File: src/rtl/rv32v_mul_result.sv
// Multiplier result stage: in-order tag FIFO of op context, SEW slice/accumulate, result FIFO to writeback.
// Optional accumulate ops (VMACC/VNMSAC) enabled by defining RV32V_MUL_ACC_EN.
module rv32v_mul_result #(
    parameter int DEPTH     = 4,
    parameter int BIT_WIDTH = 32
) (
    input  logic                   CLK,
    input  logic                   nRST,
    input  logic                   start,
    input  logic [2:0]             op,
    input  logic [1:0]             sew,
    input  logic [31:0]            vd_old,
    input  logic [4:0]             vd_idx,
    output logic                   issue_ready,
    input  logic                   finished,
    input  logic [2*BIT_WIDTH-1:0] product,
    output logic                   wb_valid,
    input  logic                   wb_ready,
    output logic [31:0]            wb_data,
    output logic [4:0]             wb_idx,
    output logic                   wb_illegal,
    output logic                   err
);
    localparam int PW = $clog2(DEPTH);
    localparam int CW = PW + 1;
    localparam logic [CW:0] DEPTH_V = (CW+1)'(DEPTH);

    logic [DEPTH-1:0][2:0]  t_op;
    logic [DEPTH-1:0][1:0]  t_sew;
    logic [DEPTH-1:0][4:0]  t_idx;
`ifdef RV32V_MUL_ACC_EN
    logic [DEPTH-1:0][31:0] t_vd;
`else
    logic unused_vd_old;
    assign unused_vd_old = ^vd_old;
`endif
    logic [DEPTH-1:0][31:0] r_data;
    logic [DEPTH-1:0][4:0]  r_idx;
    logic [DEPTH-1:0]       r_ill;

    logic [PW-1:0] t_wr, t_rd, r_wr, r_rd;
    logic [CW-1:0] tag_cnt, res_cnt;
    logic          tag_push, tag_pop, res_pop;

    assign issue_ready = ({1'b0, tag_cnt} + {1'b0, res_cnt}) < DEPTH_V;
    assign tag_push    = start && issue_ready;
    assign tag_pop     = finished && (tag_cnt != '0);
    assign wb_valid    = (res_cnt != '0);
    assign res_pop     = wb_valid && wb_ready;
    assign wb_data     = r_data[r_rd];
    assign wb_idx      = r_idx[r_rd];
    assign wb_illegal  = r_ill[r_rd];

    // Result for the product at the tag head.
    logic [2:0]  h_op;
    logic [1:0]  h_sew;
    logic [31:0] mask, lo, hi, res_d;
    logic        ill_d;
    assign h_op  = t_op[t_rd];
    assign h_sew = t_sew[t_rd];

    always_comb begin
        mask = 32'hFFFF_FFFF;
        hi   = product[63:32];
        case (h_sew)
            2'b00: begin mask = 32'h0000_00FF; hi = {24'b0, product[15:8]};  end
            2'b01: begin mask = 32'h0000_FFFF; hi = {16'b0, product[31:16]}; end
            default: ;
        endcase
        lo = product[31:0] & mask;
`ifdef RV32V_MUL_ACC_EN
        ill_d = (h_sew == 2'b11) || (h_op > 3'd5);
`else
        ill_d = (h_sew == 2'b11) || h_op[2];
`endif
        res_d = lo;
        if (ill_d) res_d = product[31:0];
        else begin
            case (h_op)
                3'd1, 3'd2, 3'd3: res_d = hi;
`ifdef RV32V_MUL_ACC_EN
                3'd4: res_d = (lo + t_vd[t_rd]) & mask;
                3'd5: res_d = (t_vd[t_rd] - lo) & mask;
`endif
                default: res_d = lo;
            endcase
        end
    end

    always_ff @(posedge CLK or negedge nRST) begin
        if (!nRST) begin
            t_wr    <= '0;
            t_rd    <= '0;
            r_wr    <= '0;
            r_rd    <= '0;
            tag_cnt <= '0;
            res_cnt <= '0;
            err     <= 1'b0;
        end else begin
            if (tag_push) t_wr <= t_wr + 1'b1;
            if (tag_pop) begin
                t_rd <= t_rd + 1'b1;
                r_wr <= r_wr + 1'b1;
            end
            if (res_pop) r_rd <= r_rd + 1'b1;
            tag_cnt <= tag_cnt + CW'(tag_push) - CW'(tag_pop);
            res_cnt <= res_cnt + CW'(tag_pop) - CW'(res_pop);
            if ((start && !issue_ready) || (finished && tag_cnt == '0)) err <= 1'b1;
        end
    end

    // Storage is reset so the head fields read zero out of reset.
    always_ff @(posedge CLK or negedge nRST) begin
        if (!nRST) begin
            t_op   <= '0;
            t_sew  <= '0;
            t_idx  <= '0;
`ifdef RV32V_MUL_ACC_EN
            t_vd   <= '0;
`endif
            r_data <= '0;
            r_idx  <= '0;
            r_ill  <= '0;
        end else begin
            if (tag_push) begin
                t_op[t_wr]  <= op;
                t_sew[t_wr] <= sew;
                t_idx[t_wr] <= vd_idx;
`ifdef RV32V_MUL_ACC_EN
                t_vd[t_wr]  <= vd_old;
`endif
            end
            if (tag_pop) begin
                r_data[r_wr] <= res_d;
                r_idx[r_wr]  <= t_idx[t_rd];
                r_ill[r_wr]  <= ill_d;
            end
        end
    end
endmodule

File: config.mk
export PLATFORM = sky130hd
export DESIGN_NAME = rv32v_mul_result
export DESIGN_NICKNAME = d
export VERILOG_FILES = /design/src/rtl/rv32v_mul_result.sv
export SDC_FILE = /design/constraint.sdc
export NUM_CORES = 1
export LEC_CHECK = 0
export CELL_PAD_IN_SITES_DETAIL_PLACEMENT = 0
export CELL_PAD_IN_SITES_GLOBAL_PLACEMENT = 1
export CORE_ASPECT_RATIO = 1.75
export CORE_MARGIN = 4
export CORE_UTILIZATION = 46
export DETAILED_ROUTE_END_ITERATION = 8
export PLACE_DENSITY = 0.93
export SYNTH_ARGS = -nofsm -noshare
export SYNTH_HDL_FRONTEND = slang
export SYNTH_SLANG_ARGS = --single-unit
File: constraint.sdc
create_clock -name CLK -period 5.95 [get_ports CLK]
set_input_delay 1.19 -clock CLK [delete_from_list [all_inputs] [get_ports CLK]]
set_output_delay 1.19 -clock CLK [all_outputs]
set_load 0.05 [all_outputs]
Yosys cells after proc, flatten, opt, wreduce, memory -nomap -nowiden
Cells that the tools add are included.
Cells by class
  bitwise logic cells: 1
  mux-type cells: 34
  add/sub/neg operators: 9
  magnitude comparators: 7
  reductions and logical operators: 15
  equal/unequal tests: 5
Operators by type and width (number)
  128-bit bitwise mux: 1
  32-bit 2-to-1 mux: 4
  32-bit one-hot mux with 2 select lines: 2
  32-bit binary-select mux with 2-bit select: 1
  32-bit demux with 2-bit select: 1
  20-bit bitwise mux: 2
  32-bit AND: 1
  5-bit binary-select mux with 2-bit select: 2
  5-bit demux with 2-bit select: 2
  5-bit 2-to-1 mux: 4
  12-bit bitwise mux: 1
  2-bit by 3-bit less-than comparator with 1-bit output, second input constant: 4
  2-bit by 1-bit adder with 2-bit output, second input constant: 4
  8-bit bitwise mux: 1
  1-bit logical AND: 7
  3-bit by 1-bit adder with 3-bit output: 2
  3-bit binary-select mux with 2-bit select: 1
  3-bit demux with 2-bit select: 1
  3-bit by 2-bit == test with 1-bit output, second input constant: 2
  3-bit 2-to-1 mux: 2
  3-bit nonzero test: 2
  3-bit by 1-bit subtractor with 3-bit output: 2
  3-bit by 3-bit adder with 4-bit output: 1
  2-bit binary-select mux with 2-bit select: 1
  16 further kinds: 20
Word-level totals
  input port bits: 111
  bits in registers: 207

Depth between registers and ports, before layout
  word-level depth: 8
  gate-level depth with buffers: 13
  depth with buffers taken out: 12

Worst setup path before layout
No wires, ideal clock.
  path type: register to register
  start: register tag_cnt[1]
  end: register tag_cnt[2]
  data arrival time: 3965 ps
  setup slack: 1859 ps
  buffers on the path: 1
  stages on the path, launching flop included: 14
  path through: dfrtp_1 -> ha_1 -> and3_1 -> nor4_1 -> and2_1 -> buf_2 -> inv_1 -> ha_1 -> inv_1 -> ha_1 -> inv_1 -> fa_1 -> xnor2_1 -> xnor2_1
On the way
  word-level cells in the longest chain between the ends: 5
RTL lines
  start: declaration: RTL line 42  | logic [CW-1:0] tag_cnt, res_cnt;
  start signal: assignment: RTL line 106  | tag_cnt <= tag_cnt + CW'(tag_push) - CW'(tag_pop);
  3-bit by 3-bit adder with 4-bit output: RTL line 45  | assign issue_ready = ({1'b0, tag_cnt} + {1'b0, res_cnt}) < DEPTH_V;
  4-bit by 3-bit less-than comparator with 1-bit output: RTL line 45
  via issue_ready: RTL line 14  | output logic issue_ready,
  1-bit logical AND: RTL line 46  | assign tag_push = start && issue_ready;
  3-bit by 1-bit adder with 3-bit output: RTL line 106
  3-bit by 1-bit subtractor with 3-bit output: RTL line 106
The timed path passes the listed nets, and every way through them passes these cells.
A chain may end at the register's enable or synchronous reset.

Final worst setup path
  start: register r_rd[1]
  end: output port wb_data[30]
On the way
  word-level cells in the longest chain between the ends: 2
RTL lines
  start: declaration: RTL line 41  | logic [PW-1:0] t_wr, t_rd, r_wr, r_rd;
  start signal: assignment: RTL line 105  | if (res_pop) r_rd <= r_rd + 1'b1;
  32-bit binary-select mux with 2-bit select: RTL line 50  | assign wb_data = r_data[r_rd];
  32-bit 2-to-1 mux (implied by the code): RTL line 50
  end: declaration: RTL line 19  | output logic [31:0] wb_data,
No other way between the ends. The select of a mux whose other input is x is not followed.

==> impl_metrics.yaml <==
setup_path:
  crit_chain: "buf_4 -> mux4_2 -> clkdlybuf4s50_1"
  crit_buf_inv: 2
  critical_path_class: "flop to output port"
  cp.arrival_ps: 3110
  worstPathRequired_ps: 4760
  cp-start-kind: "flop"
  cpMaxStageDelayCell: "dfrtp_1"
  critPathMaxStageDelay_ps: 990
  cp_max_fo: 21
  crit_family: "buffers and inverters"
  setup.worst_path.end_class: "output port"
cts:
  hold_buffers: 0
  cts_setup_buffers: 0
  clk_pin_slew_ps: 70
  cts-resized-gates: 0
  cts_inserted_buffers: 19
  tritoncts: "done"
  htree_num_levels: 1
  insertion_delay_ps: 480
  clock-sinks: 207
  clk_path_buf_depth: 3
  cts-root-buf: "clkbuf_16"
sta:
  slew_headroom_pct: 27.21
  finalSetupTns_ps: 0
  rsz0062_at_grt: "no"
  hold_violations: 0
  holdWs_ps: 473.6
  max_clock_freq_ghz: 0.2327
  fin_crit_sh_pct: 72.23
  worstMarginPinSlew_ps: 1089
  period_needed_ps: 4298
  setup_viol: 0
  finClkSkew_ps: 6.218
  finalMaxSlewViolations: 0
synthesis:
  synth.avg_cell_area_um2: 11.68
  syn_area_um2: 9741
  synthDistinctLibCells: 35
  ys.warnings.count: 0
  syn_nets: 961
  synth_sequential_area_ratio_pct: 53.18
  synth-seq-cells: 207
  syn_inst: 834
floorplanning:
  num_io_pins: 152
  dieWidth_um: 118
  rows: 70
  start_util_pct: 46.73
  die-area_um2: 23660
  core_area_um2: 20850
  die_h_um: 200.5
global_routing:
  overflow: 0
  grt_max_degree: 109
  grt_pass1_wl_mm: 39.35
  grt_pass1_vias: 7182
  grtUsageTotal_pct: 20.88
  antenna_found_initial: 0
final_layout:
  nFillCells: 1765
  final_core_util_pct: 56.31
  synthToLayoutAreaGrowth_pct: 20.50
  seq_area_um2: 5181
  drive_gt1_share_pct: 17.04
  nets: 1060
  num_antenna_cells: 0
  final_cell_count_no_fill: 1197
  multiInputGateArea_um2: 4272
  final_cell_mix: "206 x dfrtp_1, 168 x nand2_1, 118 x clkdlybuf4s50_1"
  final_common_cell: "dfrtp_1"
routing:
  route.detailed.wl_per_inst_um: 20.37
  wl_met3_mm: 1.341
  dr.max_layer_used: "met4"
  drc: 0
  dr.pass1.iters: 7
  met2WireLength_mm: 12.88
  vias: 6812
  wl_mm: 24.38
  routed_via_density: 5.691
  drt-met1-wl_mm: 9.688
  drt_iter0_drc: 552
  antenna_left: 0
job:
  cap_violations: 0
placed_design:
  port_buffers: 119
  place_hpwl_mm: 16.57
  place_inst: 1164
  gp_congestion: 0.7675
power_and_ir_drop:
  finalPower_mw: 8.268
  leakagePower_nw: 5.026
  powerDensity_nw_per_um2: 704.4
  irDropWorstVdd_uv: 370.2
outcome:
  outcome: "completed"
worst_hold_path:
  hold_class: "flop to flop"
==> kinds of logic (layout without fill, tap and decap cells) <==
kind of cell	count (synthesis)	count (layout)	share of synthesized area, %
and+or+nand+nor	257	257	10.89
DFF	207	207	53.18
AOI/OAI and AO/OA	161	161	8.799
muxes	119	119	20.91
buffers and inverters	63	174	2.993
adders and majority gates	17	17	2.325
xor gates and xnor gates	10	10	0.8992
==> routing by layer <==
| metal | track usage, % | up-vias |
|---|---|---|
| met5 | 0 | - |
| met4 | 5.115 | 0 |
| met3 | 2.819 | 37 |
| met2 | 37.64 | 232 |
| met1 | 26.65 | 3437 |
| li1 | - | 3106 |
==> metrics by stage <==
stage          cell area (µm²)  setup slack [ps]
3_5_place_dp             11090              2138
5_1_grt                  11740              1587
2_1_floorplan             9741              1859
6_report                 11740              1652
3_3_place_gp             11090              2106
4_1_cts                  11740              1609
==> Yosys cell counts <==
master    number  area, µm²
or2_1          1      6.260
and2_1         6      37.54
buf_1          6      22.52
mux2_2        40      450.4
and3_1         1      6.260
nand2b_4       6      82.58
mux4_1         1      26.28
o21ai_0       32      160.2
mux2i_2       11      151.4
mux2i_4       13      292.8
nand2b_1       3      18.77
fa_1           2      40.04
a21oi_4        1      16.27
buf_6          3      33.78
xor2_1         2      17.52
nor2b_1        1      6.260
buf_12         1      20.02
maj3_2         1      11.26
mux2i_1        8      80.08
a21oi_1       33      165.2
nor2_1        68      255.2
dfrtp_1      207       5180
o21ai_1       63      315.3
inv_1         13      48.80
buf_2          4      20.02
clkbuf_1      35      131.4
nor4_1         1      6.260
nor3_1         1      5.000
or3_1          1      6.260
nand2_1      168      630.6
ha_1          14      175.2
a31oi_1       32      200.2
xnor2_1        8      70.07
buf_8          1      15.01
mux4_2        46       1036
==> state kept, by name, summed over array words and instances (netlist names) <==
name     flops
r_data     128
r_idx       20
t_idx       20
t_op        12
t_sew        8
r_ill        4
res_cnt      3
tag_cnt      3
r_rd         2
r_wr         2
t_rd         2
t_wr         2
err          1
==> area by class of cell <==
class,instances,share of cell area [%]
flip-flops and latches,207,44.14
multi-input cells,564,36.39
repair buffers,128,10.86
clock buffers,27,4.818
well taps,252,2.686
clock inverters,6,0.6822
inverters,13,0.4157
==> tightest hold or removal path, delay by kind of cell, from the launching register on <==
| kind | cells | cell delay (ps) |
|---|---|---|
| and+or+nand+nor | 2 | 100 |
| DFF | 1 | 340 |
==> power by group <==
group	leakage, nW	internal, mW	total (mW)	switching [mW]
Clock	0.324	0.748	1.26	0.511
Combinational	2.17	1.87	4.58	2.71
Sequential	2.53	2.05	2.43	0.389
==> worst paths after layout <==
check	from	endpoint	slack [ps]	cells past startpoint
setup / recovery	r_rd[1]	wb_data[30]	1650	3
hold reg to reg	r_idx[16]	r_idx[16]	470	2
min in group asynchronous	nRST	r_data[33]	770	1
hold / removal	r_idx[16]	r_idx[16]	470	2
max in group asynchronous	nRST	r_rd[0]	4030	2
setup reg to reg	t_rd[0]	r_data[114]	2380	6
Note: power is estimated with default switching activity, not from simulation.
